File: src/rtl/trap_ctrl_pkg.sv
// trap_ctrl_pkg: shared widths, CSR addresses, mcause values and FSM states for the trap sequencer.
// TRAP_VECTORED_EN (see trap_ctrl) selects vectored interrupt targets.
package trap_ctrl_pkg;
   localparam int RegBus     = 32;
   localparam int CsrAddrBus = 12;

   localparam logic [CsrAddrBus-1:0] CSR_MSTATUS = 12'h300;
   localparam logic [CsrAddrBus-1:0] CSR_MTVEC   = 12'h305;
   localparam logic [CsrAddrBus-1:0] CSR_MEPC    = 12'h341;
   localparam logic [CsrAddrBus-1:0] CSR_MCAUSE  = 12'h342;
   localparam logic [CsrAddrBus-1:0] CSR_MTVAL   = 12'h343;

   localparam logic [RegBus-1:0] CAUSE_ILLEGAL = 32'h0000_0002;
   localparam logic [RegBus-1:0] CAUSE_EBREAK  = 32'h0000_0003;
   localparam logic [RegBus-1:0] CAUSE_ECALL   = 32'h0000_000B;
   localparam logic [RegBus-1:0] CAUSE_MEI     = 32'h8000_000B;
   localparam logic [RegBus-1:0] CAUSE_MSI     = 32'h8000_0003;
   localparam logic [RegBus-1:0] CAUSE_MTI     = 32'h8000_0007;

   typedef enum logic [2:0] {
      IDLE, E_MEPC, E_CAUSE, E_TVAL, E_MSTAT, E_JUMP, R_MSTAT, R_JUMP
   } state_e;

   // mstatus image carrying only MIE (bit 3) and MPIE (bit 7)
   function automatic logic [RegBus-1:0] mstatus_val(input logic mie, input logic mpie);
      return {24'h0, mpie, 3'b0, mie, 3'b0};
   endfunction
endpackage

File: src/rtl/trap_ctrl_prio.sv
// trap_prio: picks the winning trap or mret request for the execute instruction.
module trap_prio
   import trap_ctrl_pkg::*;
(
   input  logic              inst_valid_i,
   input  logic              illegal_i,
   input  logic              ebreak_i,
   input  logic              ecall_i,
   input  logic              ex_trap_i,
   input  logic              soft_trap_i,
   input  logic              tcmp_trap_i,
   input  logic              mstatus_mie_i,
   input  logic              mret_i,
   input  logic [RegBus-1:0] inst_i,
   output logic              take_o,
   output logic              is_mret_o,
   output logic [RegBus-1:0] cause_o,
   output logic [RegBus-1:0] tval_o
);
   logic exc, irq;

   assign exc       = illegal_i || ebreak_i || ecall_i;
   assign irq       = mstatus_mie_i && (ex_trap_i || soft_trap_i || tcmp_trap_i);
   assign take_o    = inst_valid_i && (exc || irq || mret_i);
   // an interrupt beats mret; the mret re-executes after the handler returns
   assign is_mret_o = inst_valid_i && mret_i && !exc && !irq;
   assign cause_o   = illegal_i ? CAUSE_ILLEGAL :
                      ebreak_i  ? CAUSE_EBREAK  :
                      ecall_i   ? CAUSE_ECALL   :
                      !irq      ? '0            :
                      ex_trap_i ? CAUSE_MEI     :
                      soft_trap_i ? CAUSE_MSI   : CAUSE_MTI;
   assign tval_o    = illegal_i ? inst_i : '0;
endmodule

File: src/rtl/trap_ctrl.sv
// trap_ctrl: sequences CSR updates for trap entry and mret, then redirects the PC.
// Define TRAP_VECTORED_EN for vectored interrupt targets when mtvec[0] is set.
module trap_ctrl
   import trap_ctrl_pkg::*;
(
   input  logic                  clk,
   input  logic                  rst_n,
   input  logic                  ex_trap_i,
   input  logic                  tcmp_trap_i,
   input  logic                  soft_trap_i,
   input  logic                  mstatus_mie_i,
   input  logic                  inst_valid_i,
   input  logic [RegBus-1:0]     inst_pc_i,
   input  logic [RegBus-1:0]     inst_i,
   input  logic                  ecall_i,
   input  logic                  ebreak_i,
   input  logic                  illegal_i,
   input  logic                  mret_i,
   input  logic                  idex_csr_we_i,
   input  logic [RegBus-1:0]     mepc_i,
   output logic                  trap_csr_we_o,
   output logic [CsrAddrBus-1:0] trap_csr_addr_o,
   output logic [RegBus-1:0]     trap_csr_wdata_o,
   input  logic [RegBus-1:0]     trap_csr_rdata_i,
   output logic                  hold_o,
   output logic                  kill_o,
   output logic                  jump_o,
   output logic [RegBus-1:0]     jump_addr_o
);
   state_e            state_q, state_d;
   logic [RegBus-1:0] cause_q, cause_d, pc_q, pc_d, tval_q, tval_d;
   logic [RegBus-1:0] p_cause, p_tval, base, target;
   logic              take, is_mret, accept;

   trap_prio u_prio (
      .inst_valid_i  (inst_valid_i),
      .illegal_i     (illegal_i),
      .ebreak_i      (ebreak_i),
      .ecall_i       (ecall_i),
      .ex_trap_i     (ex_trap_i),
      .soft_trap_i   (soft_trap_i),
      .tcmp_trap_i   (tcmp_trap_i),
      .mstatus_mie_i (mstatus_mie_i),
      .mret_i        (mret_i),
      .inst_i        (inst_i),
      .take_o        (take),
      .is_mret_o     (is_mret),
      .cause_o       (p_cause),
      .tval_o        (p_tval)
   );

   // gated by rst_n so every output is 0 while reset is held
   assign accept = rst_n && state_q == IDLE && take;
   assign base   = trap_csr_rdata_i & ~32'h3;
`ifdef TRAP_VECTORED_EN
   assign target = (trap_csr_rdata_i[0] && cause_q[31]) ? base + {cause_q[29:0], 2'b00} : base;
`else
   assign target = base;
`endif

   always_ff @(posedge clk or negedge rst_n) begin
      if (!rst_n) begin
         state_q <= IDLE;
         cause_q <= '0;
         pc_q    <= '0;
         tval_q  <= '0;
      end else begin
         state_q <= state_d;
         cause_q <= cause_d;
         pc_q    <= pc_d;
         tval_q  <= tval_d;
      end
   end

   always_comb begin
      cause_d = accept ? p_cause : cause_q;
      pc_d    = accept ? inst_pc_i : pc_q;
      tval_d  = accept ? p_tval : tval_q;
      state_d = state_q;
      // a write state only advances when the execute stage left the CSR port free
      case (state_q)
         IDLE:    state_d = !accept ? IDLE : is_mret ? R_MSTAT : E_MEPC;
         E_MEPC:  state_d = idex_csr_we_i ? E_MEPC : E_CAUSE;
         E_CAUSE: state_d = idex_csr_we_i ? E_CAUSE : E_TVAL;
         E_TVAL:  state_d = idex_csr_we_i ? E_TVAL : E_MSTAT;
         E_MSTAT: state_d = idex_csr_we_i ? E_MSTAT : E_JUMP;
         R_MSTAT: state_d = idex_csr_we_i ? R_MSTAT : R_JUMP;
         default: state_d = IDLE;
      endcase
   end

   always_comb begin
      hold_o           = accept || state_q != IDLE;
      kill_o           = accept;
      jump_o           = 1'b0;
      jump_addr_o      = '0;
      trap_csr_we_o    = 1'b0;
      trap_csr_addr_o  = '0;
      trap_csr_wdata_o = '0;
      case (state_q)
         E_MEPC: begin
            trap_csr_we_o    = 1'b1;
            trap_csr_addr_o  = CSR_MEPC;
            trap_csr_wdata_o = pc_q;
         end
         E_CAUSE: begin
            trap_csr_we_o    = 1'b1;
            trap_csr_addr_o  = CSR_MCAUSE;
            trap_csr_wdata_o = cause_q;
         end
         E_TVAL: begin
            trap_csr_we_o    = 1'b1;
            trap_csr_addr_o  = CSR_MTVAL;
            trap_csr_wdata_o = tval_q;
         end
         E_MSTAT: begin
            trap_csr_we_o    = 1'b1;
            trap_csr_addr_o  = CSR_MSTATUS;
            trap_csr_wdata_o = mstatus_val(1'b0, trap_csr_rdata_i[3]);
         end
         E_JUMP: begin
            trap_csr_addr_o  = CSR_MTVEC;
            jump_o           = 1'b1;
            jump_addr_o      = target;
         end
         R_MSTAT: begin
            trap_csr_we_o    = 1'b1;
            trap_csr_addr_o  = CSR_MSTATUS;
            trap_csr_wdata_o = mstatus_val(trap_csr_rdata_i[7], 1'b1);
         end
         R_JUMP: begin
            jump_o           = 1'b1;
            jump_addr_o      = mepc_i;
         end
         default: ;
      endcase
   end
endmodule

File: config.mk
export PLATFORM = sky130hd
export DESIGN_NAME = trap_ctrl
export DESIGN_NICKNAME = d
export VERILOG_FILES = /design/src/rtl/trap_ctrl_pkg.sv /design/src/rtl/trap_ctrl_prio.sv /design/src/rtl/trap_ctrl.sv
export SDC_FILE = /design/constraint.sdc
export NUM_CORES = 1
export LEC_CHECK = 0
export BUFFER_PORTS_ARGS = -buffer_cell sky130_fd_sc_hd__buf_2
export CORE_ASPECT_RATIO = 1.4
export CORE_MARGIN = 4
export CORE_UTILIZATION = 29
export CTS_CLUSTER_DIAMETER = 80
export CTS_CLUSTER_SIZE = 10
export DETAILED_ROUTE_END_ITERATION = 8
export GPL_TIMING_DRIVEN = 0
export PLACE_DENSITY = 0.65
export SKIP_CTS_REPAIR_TIMING = 1
export SLEW_MARGIN = 0
export SYNTH_ARGS = -nofsm -noshare
export SYNTH_HDL_FRONTEND = slang
export SYNTH_SLANG_ARGS = --single-unit
File: constraint.sdc
create_clock -name clk -period 2.1 [get_ports clk]
set_clock_uncertainty 0.15 [all_clocks]
set_input_delay 0.42 -clock clk [delete_from_list [all_inputs] [get_ports clk]]
set_output_delay 0.42 -clock clk [all_outputs]
set_load 0.005 [all_outputs]
## Word level (Yosys, flattened, before mapping)

Cells that the tools add are included.

| word-level totals | value |
|---|---|
| output and inout port bits | 80 |
| logic and storage cells | 52 |
| bits in registers | 99 |

| cells by class | value |
|---|---|
| reduce and logical (&&, ||, !) cells | 21 |
| equal/unequal tests | 7 |
| multiplexer cells | 20 |

Operators with widths:

| operator | count |
|---|---|
| $mux 32 | 6 |
| $pmux 32 s5 | 1 |
| $pmux 32 s2 | 1 |
| $pmux 10 s5 | 1 |
| $pmux 3 s6 | 1 |
| $eq 3x3->1 const B | 4 |
| $mux 3 | 4 |
| $logic_and 1x1->1 | 7 |
| $logic_or 1x1->1 | 7 |
| $eq 3x2->1 const B | 2 |
| $mux 1 | 5 |
| $reduce_or 5->1 | 1 |
| $reduce_or 2->1 | 2 |
| $eq 3x1->1 const B | 1 |
| $logic_not 3->1 | 1 |
| $reduce_bool 3->1 | 1 |
| $logic_not 1->1 | 2 |
| $mux 2 | 1 |

## Longest topological paths before layout

| logic depth | value |
|---|---|
| depth after elaboration | 9 |
| gate-level depth with buffers | 7 |

## Modules after synthesis

A second synthesis with hierarchy kept.

| second synthesis, totals | value |
|---|---|
| cells, all modules | 502 |
| area total of the unflattened synthesis | 5635.4 sq um |

Modules (own cells, without submodules):

| module | seq. area each (sq um) | instances | cells each | area each (sq um) |
|---|---|---|---|---|
| trap_ctrl | 2477.4 | 1 | 426 | 5137.4 |
| trap_prio | 0.0 | 1 | 76 | 498.0 |

## Least setup slack after synthesis

Ideal clock, no wire load.

| timing path | value |
|---|---|
| path type | input -> output |
| from | input mret_i |
| to | output hold_o |
| arrival time | 1.595 ns |
| slack | -0.065 ns |
| stages on the path | 5 |
| buffers on the path | 2 |
| required time | 1.530 ns |
| path through | or4_4 o2111ai_4 buf_8 buf_6 nand2_1 |

| on the way | value |
|---|---|
| longest elaborated chain between the ends | 4 |

RTL lines:

| what | line | RTL |
|---|---|---|
| start, declared | trap_ctrl.sv:18 | `input logic mret_i,` |
| $logic_or 1x1->1 | trap_ctrl_prio.sv:24 | `assign take_o = inst_valid_i && (exc \|\| irq \|\| mret_i);` |
| $logic_and 1x1->1 | trap_ctrl_prio.sv:24 |  |
| $logic_and 1x1->1 | trap_ctrl.sv:53 | `assign accept = rst_n && state_q == IDLE && take;` |
| $logic_or 1x1->1 | trap_ctrl.sv:93 | `hold_o = accept \|\| state_q != IDLE;` |
| end, declared | trap_ctrl.sv:25 | `output logic hold_o,` |

Every way passes these cells.

## Worst setup path in the final report

| timing path | value |
|---|---|
| from | register state_q[1] |
| to | output trap_csr_wdata_o[19] |

| on the way | value |
|---|---|
| longest elaborated chain between the ends | 2 |
| elaborated cells between the ends (all ways) | 6 |
| classes of those cells | 5 x eq/ne; 1 x mux |

RTL lines:

| what | line | RTL |
|---|---|---|
| start, declared | trap_ctrl.sv:30 | `state_e state_q, state_d;` |
| start signal, assigned | trap_ctrl.sv:68 | `state_q <= state_d;` |
| $eq 3x3->1, or another cell as far along | trap_ctrl.sv:100 | `case (state_q)` |
| $pmux 32 s5 * | trap_ctrl.sv:100 |  |
| end, declared | trap_ctrl.sv:23 | `output logic [RegBus-1:0] trap_csr_wdata_o,` |

Every way passes the cells marked *; elsewhere a longest branch is shown, timed or not.

==> flow_summary_export.csv <==
group,metric,value,unit
critical_path,reg2reg_to,"tval_q[19]",
grt,grt_antenna_before_repair,5,
yosys,synthCells,332,
place,gp_congestion,0.8468,
floorplanning,ioPinCount,220,
floorplanning,fp.dieArea,14890,sq um
outcome,violations,"hold timing, setup timing",
pwr,p_leak,3.061,nW
sta,setup_viol,59,
yosys,synth-seq-area-share,47.89,%
final_layout,layout-drive-gt1-share,56.46,%
grt,grt_use_total,19.08,%
drt,drt_iter0_drc,188,
sta,layout_min_cycle_time,2314,ps
floorplanning,die_w,104.3,um
sta,finalMaxSlewViolations,0,
drt,wl_per_cell,19.50,um
yosys,synth_top_area_share,47.89,%
critical_path,start_kind,"register",
grt,grt_pass1_vias,3907,
critical_path,critical_path_required,1530,ps
drt,wirelength,14.47,mm
sta,setup_tns,-6839,ps
clock_network,cts_buffers,9,
drt,viasPerCell,4.922,
critical_path,worst-r2r-setup-slack,70,ps
drt,ant_nets,0,
sta,worst_slack,-213.7,ps
final_layout,fin_nets,723,
final_layout,area_growth,52.61,%
pwr,ir_drop,0.5807,mV
clock_network,root_buffer,"clkbuf_16",
critical_path,worstSetupEndpointType,"output port",
grt,overflow,0,
floorplanning,start_util,29.50,%
clock_network,htreeDepth,3,
place,port_buffers,211,
sta,rsz0062_at_grt,"true",
clock_network,cts_tree,"built",
outcome,status,"finished, violations left",
clock_network,cts_sinks,72,
sta,hold_viol,56,
critical_path,crit_type,"register to output port",
floorplanning,rows,49,
sta,timing.final.crit_share,110.2,%
drt,m1WireLength,5.050,mm
drt,wl_met3,1.385,mm
drt,top_layer_used,"met5",
place,place_inst,702,
yosys,ys.flop_type,"dfrtp_1",
sta,tightest_slew,737.8,ps
clock_network,path_clk_slew,50,ps
yosys,async_flop_share,100.0,%
place,dp_hpwl,11.27,mm
yosys,synth_edf_count,0,
grt,grt_max_degree,60,
drt,drtPass1Iterations,4,
final_layout,instances_no_fill,742,
critical_path,r2r_cells,7,
yosys,syn_area,3762,sq um
grt,grt_pass1_wl,21.79,mm
floorplanning,die-height,142.8,um
drt,drcViolationCount,0,
critical_path,crit_start,"state_q[1]",
critical_path,arrival,1740,ps
yosys,synth.distinct_cells,33,
place,dp_slack,-635.2,ps
clock_network,worstSkewPairLatency,330,ps
sta,timing.hold.ws,-57.87,ps
critical_path,path_max_fanout,8,
critical_path,reg2reg_from,"state_q[1]",
pwr,powerDensity,1384,nW/um^2
yosys,yosys-top-cells-area,"dfrtp_1, a22o_1, mux2_2",
yosys,avgSynthCellArea,11.33,sq um
yosys,ys_seq_elements,72,
drt,num_vias,3652,
worst_hold_path,min_path_type,"input pin to asynchronous set/reset pin",
sta,fmax,0.4322,GHz
pwr,power,0.007949,W
flow_run,cap_violations,0,
clock_network,clockBufferDepth,2,
drt,route.met2.wl,7.647,mm
yosys,synth_area_leader_cell,"dfrtp_1",
yosys,synth_warnings,0,
sta,maxSlewHeadroom,50.65,%
floorplanning,core-area,12750,sq um
-- stage by stage --
stage,utilization [%],area (sq um)
2_1_floorplan,-,3781
3_3_place_gp,39.43,5029
3_5_place_dp,39.67,5059
4_1_cts,41.88,5340
5_1_grt,45.01,5739
6_report,45.03,5742
-- power by group --
group	internal (W)	total, W	switching, W
logic	0.00227	0.00410	0.00183
registers	0.00201	0.00239	0.000378
clock network	0.000914	0.00146	0.000551
-- cell type report --
class / instances / area, sq um
clock buffers: 12 / 236.5
clock inverters: 4 / 45.04
plain buffers: 32 / 317.8
diodes: 1 / 2.502
multi-input cells: 227 / 1789
flip-flops and latches: 72 / 1804
fillers: 1215 / 7010
well taps: 153 / 191.4
inverters: 4 / 15.01
repair buffers: 237 / 1340
-- cell usage after synthesis (all sizes together) (2+ instances only) --
master   n
a21oi    2
a22o    59
a22oi    5
and2     2
and3     3
buf     27
clkbuf   7
dfrtp   72
inv      4
mux2    36
mux2i   31
nand2   11
nand3    4
nor2    44
nor2b    4
nor3     3
o21ai    6
o31ai    2
-- flip-flops by register name, indices dropped and copies added, names as in the netlist --
signal and flops:
state_q 3, cause_q 5, pc_q 32, tval_q 32
-- per-layer routing --
layer  up-vias  global-route usage, %
li1       1706                      -
met1      1724                  19.35
met2       188                  35.77
met3        26                  7.237
met4         8                  6.513
met5         -                      0
-- placed cells by master (no fill, tap or decap), types with 6 or more instances in the layout --
cell       synthesis  routed
nor2_1            44      44
a22o_1            59      59
conb_1             1       6
buf_2              9     211
clkbuf_16          0      11
buf_6              4      11
o21ai_0            6       6
mux2_2            36      36
nand2_1           11       9
buf_4              9      32
mux2i_1           31      31
dfrtp_1           72      70
-- worst max path at each step --
stage                                 endpoint  slack [ps]  depth (start not counted)
after floorplan                         hold_o         -60                          5
after global placement                  hold_o       -1270                          6
after detailed placement  trap_csr_wdata_o[21]        -640                          7
after CTS                 trap_csr_wdata_o[21]        -990                          7
after global routing                    hold_o        -260                          6
final                     trap_csr_wdata_o[19]        -210                          7
-- cell families (layout without fill, tap and decap cells) --
kind of cell           after synthesis  in the layout  synth area share (%)
buffers and inverters               38            289                 6.085
and+or+nand+nor                     74             74                 8.846
AOI/OAI and AO/OA                   80             80                 18.06
muxes                               67             67                 19.02
DFF                                 72             72                 47.89
other                                1              7               0.09967
-- critical path, stage by stage (launching register included) --
cell       delay [ps]
dfrtp_1           390
buf_6             150
nor2b_4           130
and2_4            140
buf_12            150
clkbuf_16         160
a22o_1            180
buf_2             120
(Power assumes the default switching activity.)
